**src/rtl/csr_access_ctrl.sv**
```systemverilog
// ============================================================================
// Module   : csr_access_ctrl
// Brief    : CSR instruction sequencer (IDLE/READ/WRITE) with scratch CSRs
//            and optional read-only cycle/instret counters.
// Revision : 1.0 - initial release
// ============================================================================
`default_nettype none

module csr_access_ctrl #(
    parameter int          XLEN      = 32,
    parameter int          NUM_CSR   = 8,
    parameter logic [11:0] BASE_ADDR = 12'h340,
    parameter bit          CNT_EN    = 1'b1
) (
    input  logic            clk,
    input  logic            rst_n,
    input  logic            halt,
    input  logic            req_valid,
    output logic            req_ready,
    input  logic [2:0]      funct3,
    input  logic [11:0]     csr_addr,
    input  logic [4:0]      src_idx,
    input  logic [XLEN-1:0] rs1_data,
    input  logic            instr_retire,
    output logic            rsp_valid,
    output logic [XLEN-1:0] rsp_rdata,
    output logic            rsp_illegal
);

    typedef enum logic [1:0] {
        IDLE  = 2'd0,
        READ  = 2'd1,
        WRITE = 2'd2
    } state_t;

    localparam logic [11:0] c_cycle_addr   = 12'hC00;
    localparam logic [11:0] c_instret_addr = 12'hC02;

    state_t            r_state;
    logic [2:0]        r_funct3;
    logic [11:0]       r_addr;
    logic [4:0]        r_src;
    logic [XLEN-1:0]   r_rs1;
    logic [XLEN-1:0]   r_old;
    logic [XLEN-1:0]   r_new;
    logic              r_wr_en;
    logic              r_illegal;
    logic              r_rsp_valid;
    logic [XLEN-1:0]   r_rsp_rdata;
    logic              r_rsp_illegal;
    logic [XLEN-1:0]   r_csr [NUM_CSR];

    logic [XLEN-1:0]   w_cycle;
    logic [XLEN-1:0]   w_instret;
    logic [XLEN-1:0]   w_old;
    logic [XLEN-1:0]   w_new;
    logic [XLEN-1:0]   w_operand;
    logic              w_impl;
    logic              w_wen;
    logic              w_illegal;
    logic              w_wr_fire;

    assign req_ready   = (r_state == IDLE) && !halt;
    assign rsp_valid   = r_rsp_valid;
    assign rsp_rdata   = r_rsp_rdata;
    assign rsp_illegal = r_rsp_illegal;

    if (CNT_EN) begin : g_cnt
        logic [XLEN-1:0] r_cycle;
        logic [XLEN-1:0] r_instret;

        always_ff @(posedge clk or negedge rst_n) begin
            if (!rst_n) begin
                r_cycle   <= '0;
                r_instret <= '0;
            end else begin
                if (!halt)
                    r_cycle <= r_cycle + XLEN'(1);
                if (instr_retire)
                    r_instret <= r_instret + XLEN'(1);
            end
        end

        assign w_cycle   = r_cycle;
        assign w_instret = r_instret;
    end else begin : g_no_cnt
        assign w_cycle   = '0;
        assign w_instret = '0;
    end

    // Address decode and old-value mux on the latched request.
    always_comb begin
        w_old  = '0;
        w_impl = 1'b0;
        for (int i = 0; i < NUM_CSR; i++) begin
            if (r_addr == (BASE_ADDR + 12'(i))) begin
                w_old  = r_csr[i];
                w_impl = 1'b1;
            end
        end
        if (CNT_EN && (r_addr == c_cycle_addr)) begin
            w_old  = w_cycle;
            w_impl = 1'b1;
        end
        if (CNT_EN && (r_addr == c_instret_addr)) begin
            w_old  = w_instret;
            w_impl = 1'b1;
        end
    end

    always_comb begin
        w_operand = r_funct3[2] ? {{(XLEN-5){1'b0}}, r_src} : r_rs1;
        // Set/clear forms with a zero source are pure reads.
        w_wen     = (r_funct3[1:0] == 2'b01) || (r_src != 5'd0);
        w_illegal = (r_funct3[1:0] == 2'b00) || !w_impl
                    || (w_wen && (r_addr[11:10] == 2'b11));
        case (r_funct3[1:0])
            2'b01:   w_new = w_operand;
            2'b10:   w_new = w_old | w_operand;
            2'b11:   w_new = w_old & ~w_operand;
            default: w_new = w_old;
        endcase
    end

    assign w_wr_fire = (r_state == WRITE) && !halt && r_wr_en;

    always_ff @(posedge clk or negedge rst_n) begin
        if (!rst_n) begin
            r_state       <= IDLE;
            r_funct3      <= 3'd0;
            r_addr        <= 12'd0;
            r_src         <= 5'd0;
            r_rs1         <= '0;
            r_old         <= '0;
            r_new         <= '0;
            r_wr_en       <= 1'b0;
            r_illegal     <= 1'b0;
            r_rsp_valid   <= 1'b0;
            r_rsp_rdata   <= '0;
            r_rsp_illegal <= 1'b0;
        end else begin
            r_rsp_valid <= 1'b0;
            case (r_state)
                IDLE: begin
                    if (req_valid && req_ready) begin
                        r_funct3 <= funct3;
                        r_addr   <= csr_addr;
                        r_src    <= src_idx;
                        r_rs1    <= rs1_data;
                        r_state  <= READ;
                    end
                end
                READ: begin
                    if (!halt) begin
                        r_old     <= w_old;
                        r_new     <= w_new;
                        r_wr_en   <= w_wen && !w_illegal;
                        r_illegal <= w_illegal;
                        r_state   <= WRITE;
                    end
                end
                WRITE: begin
                    if (!halt) begin
                        r_rsp_valid   <= 1'b1;
                        r_rsp_rdata   <= r_illegal ? '0 : r_old;
                        r_rsp_illegal <= r_illegal;
                        r_state       <= IDLE;
                    end
                end
                default: r_state <= IDLE;
            endcase
        end
    end

    always_ff @(posedge clk or negedge rst_n) begin
        if (!rst_n) begin
            for (int i = 0; i < NUM_CSR; i++)
                r_csr[i] <= '0;
        end else if (w_wr_fire) begin
            for (int i = 0; i < NUM_CSR; i++)
                if (r_addr == (BASE_ADDR + 12'(i)))
                    r_csr[i] <= r_new;
        end
    end

endmodule

`default_nettype wire

```
**config.mk**
```make
export PLATFORM = sky130hd
export DESIGN_NAME = csr_access_ctrl
export DESIGN_NICKNAME = d
export VERILOG_FILES = /design/src/rtl/csr_access_ctrl.sv
export SDC_FILE = /design/constraint.sdc
export NUM_CORES = 1
export LEC_CHECK = 0
export ABC_AREA = 1
export BUFFER_PORTS_ARGS = -buffer_cell sky130_fd_sc_hd__buf_2
export CORE_UTILIZATION = 30
export CTS_CLUSTER_SIZE = 24
export DETAILED_ROUTE_END_ITERATION = 8
export PLACE_DENSITY_LB_ADDON = 0.2
export SYNTH_ARGS = -nofsm -noshare
export SYNTH_HDL_FRONTEND = slang
export SYNTH_SLANG_ARGS = --single-unit
```
**constraint.sdc**
```tcl
create_clock -name clk -period 2.4 [get_ports clk]
set_clock_uncertainty 0.2 [all_clocks]
set_input_delay 0.48 -clock clk [delete_from_list [all_inputs] [get_ports clk]]
set_output_delay 0.48 -clock clk [all_outputs]
set_load 0.005 [all_outputs]
```
==> Word level (Yosys, flattened, before mapping) <==
Index checks and enable logic that the tools add are counted.
{ "totals": {"ff_bits": 474, "in_bits": 57, "output_inout_bits": 35, "word_cells": 103} }
{ "op_classes": {"n_addsub": 2, "n_eq_ne": 19, "mux": 29, "n_bitwise": 4, "n_reduce_logical": 27} }
{ "ops": {"columns": ["operator", "n"], "rows": [
  ["$mux W32", 12],
  ["$eq A12 B10 Y1 const B", 8],
  ["$pmux W32 S3", 1],
  ["$add A32 B1 Y32 const B", 2],
  ["$and A32 B32 Y32", 1],
  ["$not A32 Y32", 1],
  ["$or A32 B32 Y32", 1],
  ["$eq A12 B12 Y1 const B", 2],
  ["$reduce_and A2 Y1", 11],
  ["$mux W1", 12],
  ["$eq A2 B2 Y1 const B", 4],
  ["$logic_and A1 B1 Y1", 6],
  ["$mux W2", 3],
  ["$pmux W2 S3", 1],
  ["$reduce_bool A5 Y1", 1],
  ["$eq A2 B1 Y1 const B", 2],
  ["$logic_not A2 Y1", 2],
  ["$ne A2 B2 Y1 const B", 2],
  ["$logic_not A1 Y1", 3],
  ["$logic_or A1 B1 Y1", 3],
  ["$reduce_and A3 Y1", 1],
  ["$ne A2 B1 Y1 const B", 1],
  ["$not A1 Y1", 1]
]} }

==> Depth between registers and ports, before layout <==
Gate-level depths: netlist of run 1.
{ "depth": {"word_depth": 16, "ltp_mapped": 16, "ltp_nobuf": 16} }

==> Worst setup path before layout of run 1 <==
No wires, ideal clock.
{ "synth_timing": {"path_type": "reg-to-reg", "start": "register g_cnt.r_cycle[0]", "end": "register g_cnt.r_cycle[30]", "setup_ns": 0.123, "t_arrival_ns": 1.852, "t_required_ns": 2.077, "path_slack_ns": 0.225, "path_stages_with_launch": 12, "path_buffers": 0, "period_less_slack_ns": 2.175, "path_cell_list": "dfrtp_1 ha_1 nand3_1 nor2_1 nand4_1 inv_1 nand4_1 nor2_1 nand3_1 nor2_1 nand4_1 xnor2_1"} }
{ "synth_between": {"elab_chain_len": 1} }
{ "synth_lines": {"columns": ["item", "line_no", "text"], "rows": [
  ["start: declaration", "69", "logic [XLEN-1:0] r_cycle;"],
  ["start signal: assignment", "78", "r_cycle <= r_cycle + XLEN'(1);"],
  ["$add A32 B1 Y32", "78", null]
]} }
Every way passes these cells.
A chain may end at the register's enable or synchronous reset.

==> Worst setup path after layout of run 1 <==
{ "layout_timing": {"start": "register r_addr[4]", "end": "register r_new[14]"} }
{ "layout_between": {"elab_chain_len": 13, "elab_cells_between_ends": 23, "cone_classes": "10 x eq/ne; 11 x mux; 2 x bitwise"} }
{ "layout_lines": {"columns": ["item", "line_no", "text"], "rows": [
  ["start: declaration", "41", "logic [11:0] r_addr;"],
  ["start signal: assignment", "147", "r_addr <= csr_addr;"],
  ["$eq A12 B10 Y1", "96", "if (r_addr == (BASE_ADDR + 12'(i))) begin"],
  ["$mux W32 (8 in a row)", "96", null],
  ["$mux W32", "101", "if (CNT_EN && (r_addr == c_cycle_addr)) begin"],
  ["$mux W32 (*)", "105", "if (CNT_EN && (r_addr == c_instret_addr)) begin"],
  ["$and A32 B32 Y32 or $or A32 B32 Y32 (tied branches)", "120, 119", null],
  ["$pmux W32 S3 (*)", "117", "case (r_funct3[1:0])"],
  ["end signal: assignment", "156", "r_new <= w_new;"],
  ["end: declaration", "45", "logic [XLEN-1:0] r_new;"]
]} }
Mark *: on every way between the ends. The rest lies on a longest branch, timed or not.

==> results of run 1 <==
==> area by class of cell <==
class | instances | area [sq um]
clock inverter | 13 | 173
sequential | 474 | 11900
clock buffer | 81 | 1570
fill | 7388 | 43500
multi-input combinational | 1819 | 9600
timing repair buffer | 342 | 3030
tap | 950 | 1190
antenna | 1 | 2.50
inverter | 303 | 1160
==> power by group through the flow <==
stage,clock network (mW),registers (mW),logic [mW]
6_report,8.25,9.51,5.17
2_1_floorplan,0,9.52,2.49
5_1_grt,8.77,9.61,5.70
3_3_place_gp,0,9.59,4.69
4_1_cts,8.45,9.48,4.91
3_5_place_dp,0,9.62,4.77
==> critical path, cell delays in order, from the launching register on <==
cell	delay [ns]
dfrtp_1	0.42
inv_2	0.08
nand2_2	0.07
nor2_4	0.15
nand2_2	0.10
buf_6	0.15
nor2_4	0.28
buf_12	0.21
nand2_2	0.05
nand4_1	0.11
nor2_1	0.07
nand3_1	0.12
nand2_2	0.09
nand2_2	0.10
nand2_2	0.06
a21oi_2	0.14
==> per-layer routing <==
metal,global-route usage (%),vias to the layer above
li1,-,9248
met1,27.1,9489
met2,30.7,345
met3,2.17,79
met4,4.47,0
met5,0,-
==> through the flow <==
| step | worst slack, ns | power (mW) | hold WS (ns) | std cells |
|---|---|---|---|---|
| 6_report | -0.0949 | 22.9 | 0.0405 | 3983 |
| 5_1_grt | -0.187 | 24.1 | 0.0420 | 3982 |
| 4_1_cts | -0.0155 | 22.8 | 0.00318 | 3950 |
| 3_5_place_dp | -0.169 | 14.4 | 0.220 | 3799 |
| 3_3_place_gp | -0.114 | 14.3 | 0.227 | 3799 |
| 2_1_floorplan | 0.225 | 12.0 | -0.0156 | 2728 |
==> cells in the mapped netlist (all sizes together) <==
cell / instances
nand3: 104
clkinv: 3
inv: 300
o21a: 2
buf: 26
or2: 6
a31oi: 1
o32ai: 1
nor3: 39
or3b: 1
mux2i: 21
dfrtp: 474
nor3b: 1
mux2: 6
ha: 2
clkbuf: 106
nand4: 49
a21oi: 146
o211ai: 2
nand2: 794
nor4: 4
o2111ai: 1
nor2: 171
xnor2: 13
xor2: 46
o21ai: 404
nand3b: 1
a21boi: 3
o22ai: 1
==> cell families (layout without fill, tap and decap cells) <==
logic type	after synthesis	in the layout	share of synthesized area, %
flops	474	474	53.8
mux	27	27	1.26
other cells	0	1	0
compound gates	561	561	12.9
simple gates	1170	1170	22.0
buf+inv	435	739	7.52
fa+ha+maj	2	2	0.114
xor+xnor	59	59	2.35
==> worst max path at each step <==
stage               slack [ns]           endpoint  cells after the start
finish                   -0.09          r_new[14]                     15
global route             -0.19          r_new[14]                     15
CTS                      -0.02           r_old[3]                     16
detailed placement       -0.17           r_new[1]                     13
global placement         -0.11          r_new[31]                     15
floorplan                 0.22  g_cnt.r_cycle[30]                     11
==> flip-flops by register name (all words and copies together) (netlist names) <==
name,count
r_addr,12
r_old,32
r_illegal,1
r_new,32
r_csr,256
rsp_valid,1
r_state,2
g_cnt.r_instret,32
g_cnt.r_cycle,32
r_funct3,3
r_rs1,32
r_src,5
r_wr_en,1
rsp_rdata,32
rsp_illegal,1
==> timing repair <==
action / in CTS / in global routing
pin swaps: 6 / 134
endpoints found under the setup margin: 65 / 85
hold endpoints to repair: 129 / 0
gates cloned: 1 / 5
gates resized for setup: 45 / 316
buffers inserted: 4 / 28
hold buffers: 52 / 0
==> out/metrics.cfg, run 1 <==
[worst_hold_path]
min_path_type = in2reg
worstHoldStart = rs1_data[14]
hold_end = r_rs1[14]
worstHoldPathCells = 3

[sta]
fmax_mhz = 401
setup_viol_count_final = 30
drv_slew = 0
relSlewSlack_pct = 58.2
hold_violations = 0
worstMarginPinSlew_ns = 0.620
period_share_pct = 104
fin_crit_ns = 2.49
grt_setup_unrepaired = yes
setup-tns-final_ns = -1.02
layout_setup_ws_ns = -0.0949

[pwr]
p_sw_mw = 7.46
power.density_nw_per_um2 = 802
pwr-share-clk_pct = 36.0
switching_share_pct = 32.6
power_frac_comb_pct = 22.5
power.leakage_nw = 14.2
internal_power_mw = 15.5
peakVddDrop_v = 0.000620
power_frac_seq_pct = 41.5

[drt]
met2_length_um = 33800
routed-wl-met3_um = 2520
drc = 0
wl_met1_um = 34600
wl_per_cell_um = 18.1
vias_per_cell = 4.81
drt_iter0_markers = 1537
drt-pass1-iter-count = 5
via_count = 19161
wl_um = 72300
highest_layer = met4
ant_nets = 0

[yosys]
ys_types = 42
syn_area_sq_um = 22000
yosys.area.top_type = dfrtp_1
ys_seq_area_share_pct = 53.8
synth.net_count = 2787
yosysWarnings = 0
synth_area_per_cell_sq_um = 8.07
synthTopCellsByArea = dfrtp_1, nand2_1, o21ai_0, inv_1, a21oi_1
syn_inst = 2728
netlist.area_leader.share_pct = 53.8
ys_seq_elements = 474

[die]
start_util_pct = 30.6
num_rows = 98
die_area_sq_um = 74500
die_h_um = 273
die_x_um = 273
io_pins = 92
core_area_sq_um = 72100

[clock_network]
ctsRootBufferMaster = clkbuf_16
cts_tree = yes
clock-sinks = 474
cts.clk_slew.worst_paths_ns = 0.06
insertion_delay_ns = 0.60
cts_buffers = 52
cts_buffer_depth = 3
htree_num_levels = 2

[grt]
antenna_found_initial = 0
grt_usage_pct = 19.0
grt_max_degree = 69
overflow = 0
grt_pass1_vias = 18960
grt_pass1_wl_um = 110000

[critical_path]
r2r_slack_ns = -0.09
reg2reg_depth = 15
critPathKind = reg2reg
crit_start = r_addr[4]
end_kind = register
worstReg2RegStart = r_addr[4]
arrival_ns = 2.81
critPathLaunchType = register
r2r-end = r_new[14]
crit_required_ns = 2.72
crit_fanout = 8

[flow_run]
cap_violations = 0

[place]
globalplace.congestion = 0.859
place_hpwl_um = 49800
dpl_cell_area_sq_um = 24800
place.port_buffers = 91

[finish]
layout-drive-gt1-share_pct = 22.5
syn_to_final_growth_pct = 29.8
final_util_pct = 39.7
layout_common_cells = nand2_1, dfrtp_1, o21ai_0, inv_1, nor2_1
final_common_cell = nand2_1
fin_nets = 3051
design_area_sq_um = 28600

[run_status]
violations = setup timing
status = finished, violations left

(Power assumes the default switching activity.)
==> run 2, diff against run 1 <==
--- a/config.mk
+++ b/config.mk
@@ -5,7 +5,6 @@
 export SDC_FILE = /design/constraint.sdc
 export NUM_CORES = 1
 export LEC_CHECK = 0
-export ABC_AREA = 1
 export BUFFER_PORTS_ARGS = -buffer_cell sky130_fd_sc_hd__buf_2
 export CORE_UTILIZATION = 30
 export CTS_CLUSTER_SIZE = 24
==> run 2 against run 1 <==
  * The run still ends with setup timing left
  * Largest power group unchanged
  * Critical endpoint is now r_new[16]
  * Total power is 6.0% higher
  * Combinational power is 16% higher
  * Critical path type unchanged
  * Sequential cell count stayed put
  * Core utilization is 1.2 points higher
==> out/metrics.cfg, run 2 <==
[run_status]
status = finished, violations left
violations = setup timing

[clock_network]
htree_num_levels = 2
cts_buffers = 52
ctsRootBufferMaster = clkbuf_16
cts_buffer_depth = 3
cts.clk_slew.worst_paths_ns = 0.06
cts_tree = yes
insertion_delay_ns = 0.61
clock-sinks = 474

[grt]
overflow = 0
grt_max_degree = 95
grt_pass1_vias = 17159
antenna_found_initial = 1
grt_usage_pct = 18.9
grt_pass1_wl_um = 108000

[drt]
drt_iter0_markers = 1219
ant_nets = 0
via_count = 16570
wl_per_cell_um = 22.6
vias_per_cell = 5.11
drt-pass1-iter-count = 5
drc = 0
wl_um = 73300

[pwr]
total_power_mw = 24.3
power_frac_seq_pct = 43.2
power.density_nw_per_um2 = 813
pwr-share-clk_pct = 32.1
peakVddDrop_v = 0.000573
p_sw_mw = 8.00
power_frac_comb_pct = 24.7
switching_share_pct = 32.9
power.leakage_nw = 13.6
internal_power_mw = 16.3

[yosys]
yosysWarnings = 0
syn_area_sq_um = 22300
yosysMostFrequentCell = dfrtp_1
yosys.area.top_type = dfrtp_1
synth-async-reset-ratio_pct = 100
ys_top_cells_by_count = dfrtp_1, mux2_2, nand2_1
synthTopCellsByArea = dfrtp_1, mux2_2, mux2i_1, xnor2_1, nand2_1
synth_edf_count = 0
ys_seq_area_share_pct = 53.3
syn_inst = 1880
ys_types = 79
synth_area_per_cell_sq_um = 11.8
synth.net_count = 1939
netlist.area_leader.share_pct = 53.3
synth_flop_cell = dfrtp_1
ys_seq_elements = 474

[finish]
final_common_cell = dfrtp_1
fin_nets = 2308
multi_input_area_sq_um = 10900
syn_to_final_growth_pct = 34.3
layout_common_cells = dfrtp_1, buf_4, mux2_2, nand2_1, mux2_4
final_cells = 3245
n_antenna_cell = 0
regArea_sq_um = 11900
regMostFlops = r_csr
final_util_pct = 40.8
layout-drive-gt1-share_pct = 40.5
n_fill_cell = 6906
design_area_sq_um = 29900
largest_reg_flops = 256

[critical_path]
critPathKind = reg2reg
reg2reg_depth = 10
crit_required_ns = 2.72
crit_fanout = 8
end_kind = register
critPathLaunchType = register
arrival_ns = 2.90

[sta]
grt_setup_unrepaired = yes
period_share_pct = 108
hold_violations = 0
drv_slew = 0
fmax_mhz = 387
worstMarginPinSlew_ns = 0.587
holdWs_ns = 0.110
setup_viol_count_final = 104
relSlewSlack_pct = 60.6
fin_crit_ns = 2.58
setup-tns-final_ns = -7.15
layout_setup_ws_ns = -0.183

[place]
place_hpwl_um = 48500
dpl_cell_area_sq_um = 25400
globalplace.congestion = 0.839
post-place-ws_ns = -0.306
place.port_buffers = 91
place_inst = 3033

[die]
num_rows = 99
die_h_um = 274
die_area_sq_um = 75300
io_pins = 92
core_area_sq_um = 73200
start_util_pct = 30.4
die_x_um = 274

[worst_hold_path]
min_path_type = in2reg
worstHoldPathCells = 4

[flow_run]
cap_violations = 0

==> run 2: layer usage <==
layer  share of wire (%)  vias up  wire, um  track usage (%)
met5                   0        -         0                0
li1                    -     7487         -                -
met2                  47      353     34100             30.8
met4                 2.3        0      1680             4.68
met3                 4.1      103      3020             2.96
met1                  47     8627     34500             26.3
==> run 2: worst max-delay path, stage by stage (launching register included) <==
cell and delay [ns]:
dfrtp_1 0.40, or4bb_4 0.60, buf_6 0.15, nor4_4 0.25
buf_6 0.15, buf_12 0.15, nand2_4 0.05, a32oi_2 0.21
buf_4 0.16, a211oi_1 0.04, nor2_1 0.14
==> run 2: layout make-up <==
cell class	count	share of cell area (%)
clock buffer	88	5.38
clock inverter	3	0.0837
inverter	15	0.188
multi-input combinational	1268	36.6
sequential	474	39.7
tap	959	4.01
timing repair buffer	438	14.0
==> run 2: cell families (layout without fill, tap and decap cells) <==
logic type,count (synthesis),count (layout),synth area share (%)
DFF,474,474,53.3
AOI/OAI and AO/OA,336,336,9.56
adders and majority gates,2,2,0.112
and+or+nand+nor,445,445,10.2
xor gates and xnor gates,91,91,3.58
buffers and inverters,138,544,2.89
muxes,394,394,20.4
==> run 2: repair_timing <==
item / in CTS / in global routing
setup endpoints to repair: 255 / 289
cloned: 10 / 12
pin swaps: 58 / 63
resized for setup: 173 / 199
setup buffers: 35 / 21
hold buffers: 54 / 0
endpoints found under the hold margin: 474 / 0
==> run 2: worst paths after layout <==
check                           from            to  slack [ns]
min reg2reg                 r_old[9]      r_old[9]        0.27
min in group asynchronous      rst_n    r_csr[249]        0.17
max                        r_addr[6]     r_new[16]       -0.18
max in group asynchronous      rst_n  rsp_rdata[0]        1.01
min                        req_valid    r_state[0]        0.11
max reg2reg                r_addr[6]     r_new[16]       -0.18
==> run 2: power groups by stage <==
stage / Clock (mW) / Combinational, mW / Sequential, mW
after floorplan: 0 / 3.09 / 9.72
after global placement: 0 / 4.99 / 10.6
after detailed placement: 0 / 5.05 / 10.6
after CTS: 8.00 / 5.64 / 10.5
after global routing: 8.31 / 6.46 / 10.6
final: 7.81 / 6.00 / 10.5
==> run 3, diff against run 2 <==
--- a/config.mk
+++ b/config.mk
@@ -6,6 +6,7 @@
 export NUM_CORES = 1
 export LEC_CHECK = 0
 export BUFFER_PORTS_ARGS = -buffer_cell sky130_fd_sc_hd__buf_2
+export CORE_ASPECT_RATIO = 1.25
 export CORE_UTILIZATION = 30
 export CTS_CLUSTER_SIZE = 24
 export DETAILED_ROUTE_END_ITERATION = 8
==> run 3 against run 2 <==
  * The run still ends with setup timing left
  * Combinational power down 2%
  * Die area hardly changed
  * Cell count is 0.34% higher
  * Critical path type unchanged
  * Critical endpoint is now r_old[12]
==> out/metrics.cfg, run 3 (synthesized netlist as in run 2, its figures left out) <==
[finish]
fin_nets = 2318
layout-drive-gt1-share_pct = 41.9
largest_reg_flops = 256
final_cells = 3256
layout_common_cells = dfrtp_1, mux2_2, buf_4, nand2_1, mux2_4
syn_to_final_growth_pct = 36.0
n_antenna_cell = 0
final_common_cell = dfrtp_1
regMostFlops = r_csr

[place]
place_inst = 3047
post-place-ws_ns = -0.383
globalplace.congestion = 0.863
place.port_buffers = 91
place_hpwl_um = 50300

[clock_network]
htree_num_levels = 2
cts_buffer_depth = 3
ctsRootBufferMaster = clkbuf_16
clock-sinks = 474
insertion_delay_ns = 0.61
cts_buffers = 53
cts.clk_slew.worst_paths_ns = 0.06
cts_tree = yes

[sta]
fin_crit_ns = 2.60
worstMarginPinSlew_ns = 0.578
setup-tns-final_ns = -6.50
period_share_pct = 108
grt_setup_unrepaired = yes
hold_violations = 0
holdWs_ns = 0.0898
fmax_mhz = 385
relSlewSlack_pct = 61.5
layout_setup_ws_ns = -0.200
drv_slew = 0
setup_viol_count_final = 99

[drt]
drt_iter0_markers = 947
drc = 0
wl_um = 74200
vias_per_cell = 5.11
drt-pass1-iter-count = 5
via_count = 16624
wl_per_cell_um = 22.8
ant_nets = 0

[grt]
grt_usage_pct = 19.5
antenna_found_initial = 0
overflow = 0
grt_pass1_vias = 17415
grt_pass1_wl_um = 111000
grt_max_degree = 66

[pwr]
p_sw_mw = 8.11
power.leakage_nw = 13.8
pwr-share-clk_pct = 32.8
power_frac_comb_pct = 23.8
power.density_nw_per_um2 = 812
total_power_mw = 24.6
internal_power_mw = 16.5
peakVddDrop_v = 0.000569
power_frac_seq_pct = 43.4
switching_share_pct = 33.0

[critical_path]
arrival_ns = 2.94
crit_required_ns = 2.74
r2r_slack_ns = -0.20
crit_fanout = 9
end_kind = register
critPathLaunchType = register
critPathKind = reg2reg

[die]
num_rows = 111
core_area_sq_um = 73300
die_x_um = 246
die_area_sq_um = 75300
io_pins = 92
die_h_um = 307
start_util_pct = 30.4

[worst_hold_path]
min_path_type = in2reg

[run_status]
status = finished, violations left
violations = setup timing

[flow_run]
cap_violations = 0

## run 3: cell count changes in the layout (fill, tap and decap cells not counted), sizes merged
cell and change:
buf +10, bufbuf -1, bufinv +3, clkbuf -6, clkinv +6, clkinvlp -1, inv -1
## run 3: per-layer routing
layer  global-route usage (%)  part of all wire (%)  up-vias
met3                     2.23                   3.5      133
met2                     33.1                    49      310
li1                         -                     -     7542
met1                     25.3                    43     8639
met5                        0                     0        -
met4                     7.44                   4.0        0
## run 3: worst paths after layout
check	from	end	depth (start not counted)
min in group asynchronous	rst_n	r_csr[157]	2
setup reg to reg	r_addr[0]	r_old[12]	9
hold reg to reg	r_old[23]	r_old[23]	2
setup / recovery	r_addr[0]	r_old[12]	9
max in group asynchronous	rst_n	r_csr[241]	4
hold / removal	halt	g_cnt.r_cycle[0]	3
## run 3: worst max-delay path, stage by stage, from the launching register on
cell,delay [ns]
dfrtp_4,0.57
or4b_4,0.62
nor4_4,0.17
buf_6,0.18
buf_12,0.15
nand2_1,0.08
a32oi_2,0.27
buf_4,0.16
nand2_1,0.04
nand2_1,0.08
## run 3: repair_timing
action	CTS	global route
pin swaps	52	50
endpoints found under the hold margin	161	0
setup endpoints to repair	253	242
resized for setup	199	174
hold buffers	54	0
buffers inserted	34	12
cloned	10	10
## run 3: area by class of cell
class / instances / area, sq um
Fill cell: 7010 / 43100
Sequential cell: 474 / 11900
Multi-Input combinational cell: 1268 / 11100
Timing Repair Buffer: 447 / 4400
Clock buffer: 82 / 1560
Tap cell: 960 / 1200
Clock inverter: 10 / 129
Inverter: 15 / 56.3
## run 3: metrics by stage
stage	area, sq um	util [%]
6_report	30300	41.3
5_1_grt	30300	41.3
4_1_cts	29300	39.9
3_5_place_dp	25600	34.9
3_3_place_gp	25600	34.9
2_1_floorplan	22300	-
## run 3: power groups by stage
stage | Clock [mW] | Combinational [mW] | Sequential [mW]
floorplan | 0 | 3.09 | 9.72
global placement | 0 | 4.90 | 10.7
detailed placement | 0 | 4.96 | 10.8
CTS | 8.28 | 5.54 | 10.7
global route | 8.57 | 6.31 | 10.8
finish | 8.07 | 5.85 | 10.7
